<file path="config.mk">
export PLATFORM = sky130hd
export DESIGN_NAME = rr_mux_arbiter
export DESIGN_NICKNAME = d
export VERILOG_FILES = /design/src/rtl/rr_mux_arbiter.sv
export SDC_FILE = /design/constraint.sdc
export NUM_CORES = 1
export LEC_CHECK = 0
export CORE_MARGIN = 2
export CORE_UTILIZATION = 50
export CTS_BUF_LIST = sky130_fd_sc_hd__clkbuf_8
export CTS_CLUSTER_SIZE = 28
export DETAILED_ROUTE_END_ITERATION = 10
export PLACE_DENSITY = 0.74
export SYNTH_ARGS = -nofsm -noshare
export SYNTH_HDL_FRONTEND = slang
export SYNTH_SLANG_ARGS = --single-unit
</file>
<file path="constraint.sdc">
create_clock -name clock -period 4.2 [get_ports clock]
set_input_delay 0.84 -clock clock [delete_from_list [all_inputs] [get_ports clock]]
set_output_delay 0.84 -clock clock [all_outputs]
set_load 0.03 [all_outputs]
</file>
<file path="src/rtl/rr_mux_arbiter.sv">
// Round-robin arbiter for eight requesters driving an 8:1 mux select.
// Define ARB_HOLD_LIMIT_EN to cap continuous ownership at MAX_HOLD cycles when others wait.
module rr_mux_arbiter #(
    parameter int unsigned MAX_HOLD = 16
) (
    input  logic       clock,
    input  logic       reset,
    input  logic [7:0] req,
    output logic [7:0] gnt,
    output logic [2:0] sel,
    output logic       busy,
    output logic       dbg_state
);

    typedef enum logic {IDLE = 1'b0, GRANT = 1'b1} state_t;

    state_t     state, state_nxt;
    logic [7:0] gnt_nxt;
    logic [2:0] sel_nxt;
    logic       busy_nxt;
    logic [2:0] ptr, ptr_nxt;
    logic [2:0] winner;
    logic       take;
    logic       limit_hit;

    // First requester found scanning last+1 .. last+8, wrapping; the last one is lowest priority.
    function automatic logic [2:0] rr_pick(input logic [7:0] r, input logic [2:0] last);
        logic [2:0] idx;
        logic       found;
        rr_pick = last;
        found   = 1'b0;
        for (int k = 1; k <= 8; k++) begin
            idx = last + 3'(k);
            if (!found && r[idx]) begin
                rr_pick = idx;
                found   = 1'b1;
            end
        end
    endfunction

    assign winner    = rr_pick(req, ptr);
    assign dbg_state = (state == GRANT);

`ifdef ARB_HOLD_LIMIT_EN
    localparam logic [7:0] HOLD_LAST = 8'(MAX_HOLD - 1);

    logic [7:0] hold_cnt, hold_cnt_nxt;
    logic       others;

    assign others    = |(req & ~(8'b1 << sel));
    assign limit_hit = (hold_cnt == HOLD_LAST) && others;

    // Counter saturates so a lone owner keeps its grant without wrapping.
    always_comb begin
        hold_cnt_nxt = hold_cnt;
        if (take)
            hold_cnt_nxt = 8'd0;
        else if (state == GRANT && req != 8'h00 && hold_cnt != HOLD_LAST)
            hold_cnt_nxt = hold_cnt + 8'd1;
    end

    always_ff @(posedge clock) begin
        if (reset)
            hold_cnt <= 8'd0;
        else
            hold_cnt <= hold_cnt_nxt;
    end
`else
    assign limit_hit = 1'b0;
`endif

    always_comb begin
        state_nxt = state;
        gnt_nxt   = gnt;
        sel_nxt   = sel;
        busy_nxt  = busy;
        ptr_nxt   = ptr;
        take      = 1'b0;
        case (state)
            IDLE: begin
                if (req != 8'h00)
                    take = 1'b1;
            end
            GRANT: begin
                if (req == 8'h00) begin
                    state_nxt = IDLE;
                    gnt_nxt   = 8'h00;
                    busy_nxt  = 1'b0;
                end else if (!req[sel] || limit_hit) begin
                    take = 1'b1;
                end
            end
            default: ;
        endcase
        // A handoff goes straight to the next owner, no idle bubble.
        if (take) begin
            state_nxt = GRANT;
            gnt_nxt   = 8'b1 << winner;
            sel_nxt   = winner;
            busy_nxt  = 1'b1;
            ptr_nxt   = winner;
        end
    end

    always_ff @(posedge clock) begin
        if (reset) begin
            state <= IDLE;
            gnt   <= 8'h00;
            sel   <= 3'd0;
            busy  <= 1'b0;
            ptr   <= 3'd7;
        end else begin
            state <= state_nxt;
            gnt   <= gnt_nxt;
            sel   <= sel_nxt;
            busy  <= busy_nxt;
            ptr   <= ptr_nxt;
        end
    end

endmodule

</file>
==> key figures <==
Run status
  • Status: finished clean

Timing
  • F_max: 278.7 MHz
  • RSZ-0062 raised after global routing: no
  • Hold WS: 0.4503 ns
  • Post-layout min period: 3.588 ns
  • Clock Skew: 0.002449 ns
  • Relative slew margins: 0.4144
  • Max-slew violation count: 0
  • Worst slew pin tran: 0.8765 ns
  • TNS Setup: 0 ns
  • Endpoints failing setup: 0
  • Period Utilization, post-route: 0.8542
  • Final Hold Vio Count: 0

Critical path
  • Worst EP arrival: 3.73 ns
  • Worst-path fanout max: 8
  • Worst setup path class: input pin to flop
  • CP Capture Type: flop
  • Element type at the critical path start: input pin
  • Worst endpoint required time: 4.34 ns

Clock network
  • Clock transition at the registers of the reported paths: 0.06 ns
  • Clock Root Buffer: clkbuf_8
  • TritonCTS clock tree: built
  • Post-CTS Resized: 0
  • Clock net sink count: 16
  • Clk_lat worst skew: 0.24 ns
  • Clk buf depth: 2
  • H-tree level count: 1
  • Post-CTS Hold Buffers: 0
  • Post-CTS Setup Repair Bufs: 0
  • TritonCTS Buffers: 3

Synthesis
  • Ys async rst share: 0
  • Top FF cell, synth: dfxtp_1
  • Sequential share of the synthesized area: 0.1988
  • Synth cell types: 52
  • Post-Synthesis Mean Instance Area: 9.209 sq um
  • Ys Warns: 0
  • Synth Register Bits: 16
  • Post-synth EDFFs: 0
  • Mapped Cells: 175
  • Synthesized Nets: 187
  • Mapped Area: 0.001612 sq mm

GRT
  • Largest net degree at the start of global routing: 24
  • Number of global-route vias before repair: 1366
  • Initial antenna violation count: 0
  • GRT overflow: 0
  • GRT Total Usage: 0.2350
  • First-pass GRT wire length: 6.513 mm

Drt
  • Routed len/inst: 16.23 um
  • Via count: 1480
  • Via-per-instance ratio: 6.218
  • DRC viols: 0
  • Final WL: 3.863 mm
  • Initial DRC count: 106
  • 1st-pass router iterations: 4
  • Post-detailed-route count of antenna-violating nets: 0

Hold path
  • Hold WC Path Type: flop to flop

Floorplan
  • Overall die width: 60.77 um
  • Die Y: 60.77 um
  • Initial Util: 0.5279
  • Row count: 20
  • I/O Pins: 23
  • Total die area: 0.003693 sq mm
  • Core Region: 0.003053 sq mm

Run
  • Maximum capacitance violations: 0

Place
  • Gpl congestion: 0.8990
  • Port Buffers: 22
  • Post-DP HPWL: 2.956 mm
  • Post-DP Area: 0.001866 sq mm

Cells and area
  • Diodes inserted: 0
  • Layout cells sized above 1: 0.1959
  • Fin nets: 208
  • Finished Cell Area: 0.001907 sq mm
  • Area grow syn2layout: 18.32%

Power
  • PD cells: 862.6 mW/mm^2
  • Leak: 0.7250 nW
  • Peak VDD IR: 0.0004995 V
## power by group
| group | internal, mW | total (mW) | switching, mW | leakage, nW |
|---|---|---|---|---|
| sequential | 0.199 | 0.231 | 0.0313 | 0.132 |
| clock | 0.0635 | 0.111 | 0.0473 | 0.0216 |
| combinational | 0.561 | 1.30 | 0.743 | 0.572 |
| total | 0.824 | 1.64 | 0.821 | 0.725 |
## worst max-delay path, cell delays in order
cell and delay, ns:
clkdlybuf4s50_1 0.52, mux4_2 0.59, and3b_1 0.19, mux4_2 0.44, nand2_1 0.21, nand3_1 0.19, xnor2_1 0.37, nor2_1 0.12
a32o_1 0.26
## synth_stat cells (all sizes together) (3+ instances only)
cell type,instances,area (sq um)
mux2i,6,60.06
nand2b,7,43.79
a21oi,8,43.79
mux4,14,315.3
o31ai,5,37.54
clkbuf,7,27.52
nand3,4,20.02
a32o,4,40.04
buf,4,31.27
nand2,15,56.30
nor3,5,25.02
nor2,11,41.29
a31oi,4,31.28
o21ai,6,30.03
a211oi,3,22.52
mux2,10,116.4
dfxtp,16,320.3
inv,8,30.03
nor3b,3,22.52
## through the flow
stage          std cells  worst slack (ns)  utilization  power (mW)
3_3_place_gp         235            0.4044       0.6111       1.484
6_report             238            0.6122       0.6246       1.645
4_1_cts              238            0.6198       0.6246       1.637
5_1_grt              238            0.4036       0.6246       1.774
3_5_place_dp         235            0.3449       0.6111       1.523
2_1_floorplan        175            0.8941            -       1.236
## logic make-up (layout without fill, tap and decap cells)
family / after synthesis / after routing / share of synthesized area
compound gates: 44 / 44 / 0.2034
xor+xnor: 4 / 4 / 0.02174
fa+ha+maj: 2 / 2 / 0.01553
buf+inv: 19 / 38 / 0.05511
flops: 16 / 16 / 0.1988
mux: 30 / 30 / 0.3051
simple gates: 60 / 60 / 0.2003
## routing by layer
metal / vias up / routed length (um) / GRT usage
met2: 37 / 1914 / 0.3810
li1: 718 / - / -
met1: 723 / 1768 / 0.3378
met4: 0 / 16 / 0.03106
met3: 2 / 165 / 0.04264
met5: - / 0 / 0
## flip-flops by register name, summed over array words and instances, names as in the netlist
| signal | count |
|---|---|
| busy | 1 |
| ptr | 3 |
| dbg_state | 1 |
| gnt | 8 |
| sel | 3 |
## path summary, 6_finish.rpt
check | slack [ns] | cells past startpoint | from | end
setup / recovery | 0.61 | 9 | req[0] | gnt[2]$_SDFFE_PP0P_
hold / removal | 0.45 | 2 | gnt[6]$_SDFFE_PP0P_ | gnt[6]$_SDFFE_PP0P_
setup reg to reg | 0.87 | 10 | ptr[1]$_SDFFE_PP1P_ | gnt[2]$_SDFFE_PP0P_
hold reg to reg | 0.45 | 2 | gnt[6]$_SDFFE_PP0P_ | gnt[6]$_SDFFE_PP0P_
## area by class of cell
class | count | area (sq um)
Multi-Input combinational cell | 140 | 1202
Fill cell | 265 | 1146
Sequential cell | 16 | 320.3
Timing Repair Buffer | 27 | 257.7
Tap cell | 44 | 55.05
Clock buffer | 3 | 41.29
Inverter | 8 | 30.03
## cell usage in the layout (no fill, tap or decap), drive strengths merged, types with 2 or more instances in the layout
cell,count
a21oi,8
or2,2
a31oi,4
o32ai,2
mux4,14
or4,2
ha,2
a32o,4
o31ai,5
nor2,11
dfxtp,16
mux2i,6
o211ai,2
buf,5
nand2,15
and3,2
mux2,10
xnor2,2
inv,8
a211oi,3
xor2,2
and3b,2
nand3,4
o21ai,6
o21bai,2
clkbuf,3
nor3b,3
clkdlybuf4s50,22
nand2b,7
nor3,5
and2,2
Note: power is estimated with default switching activity, not from simulation.
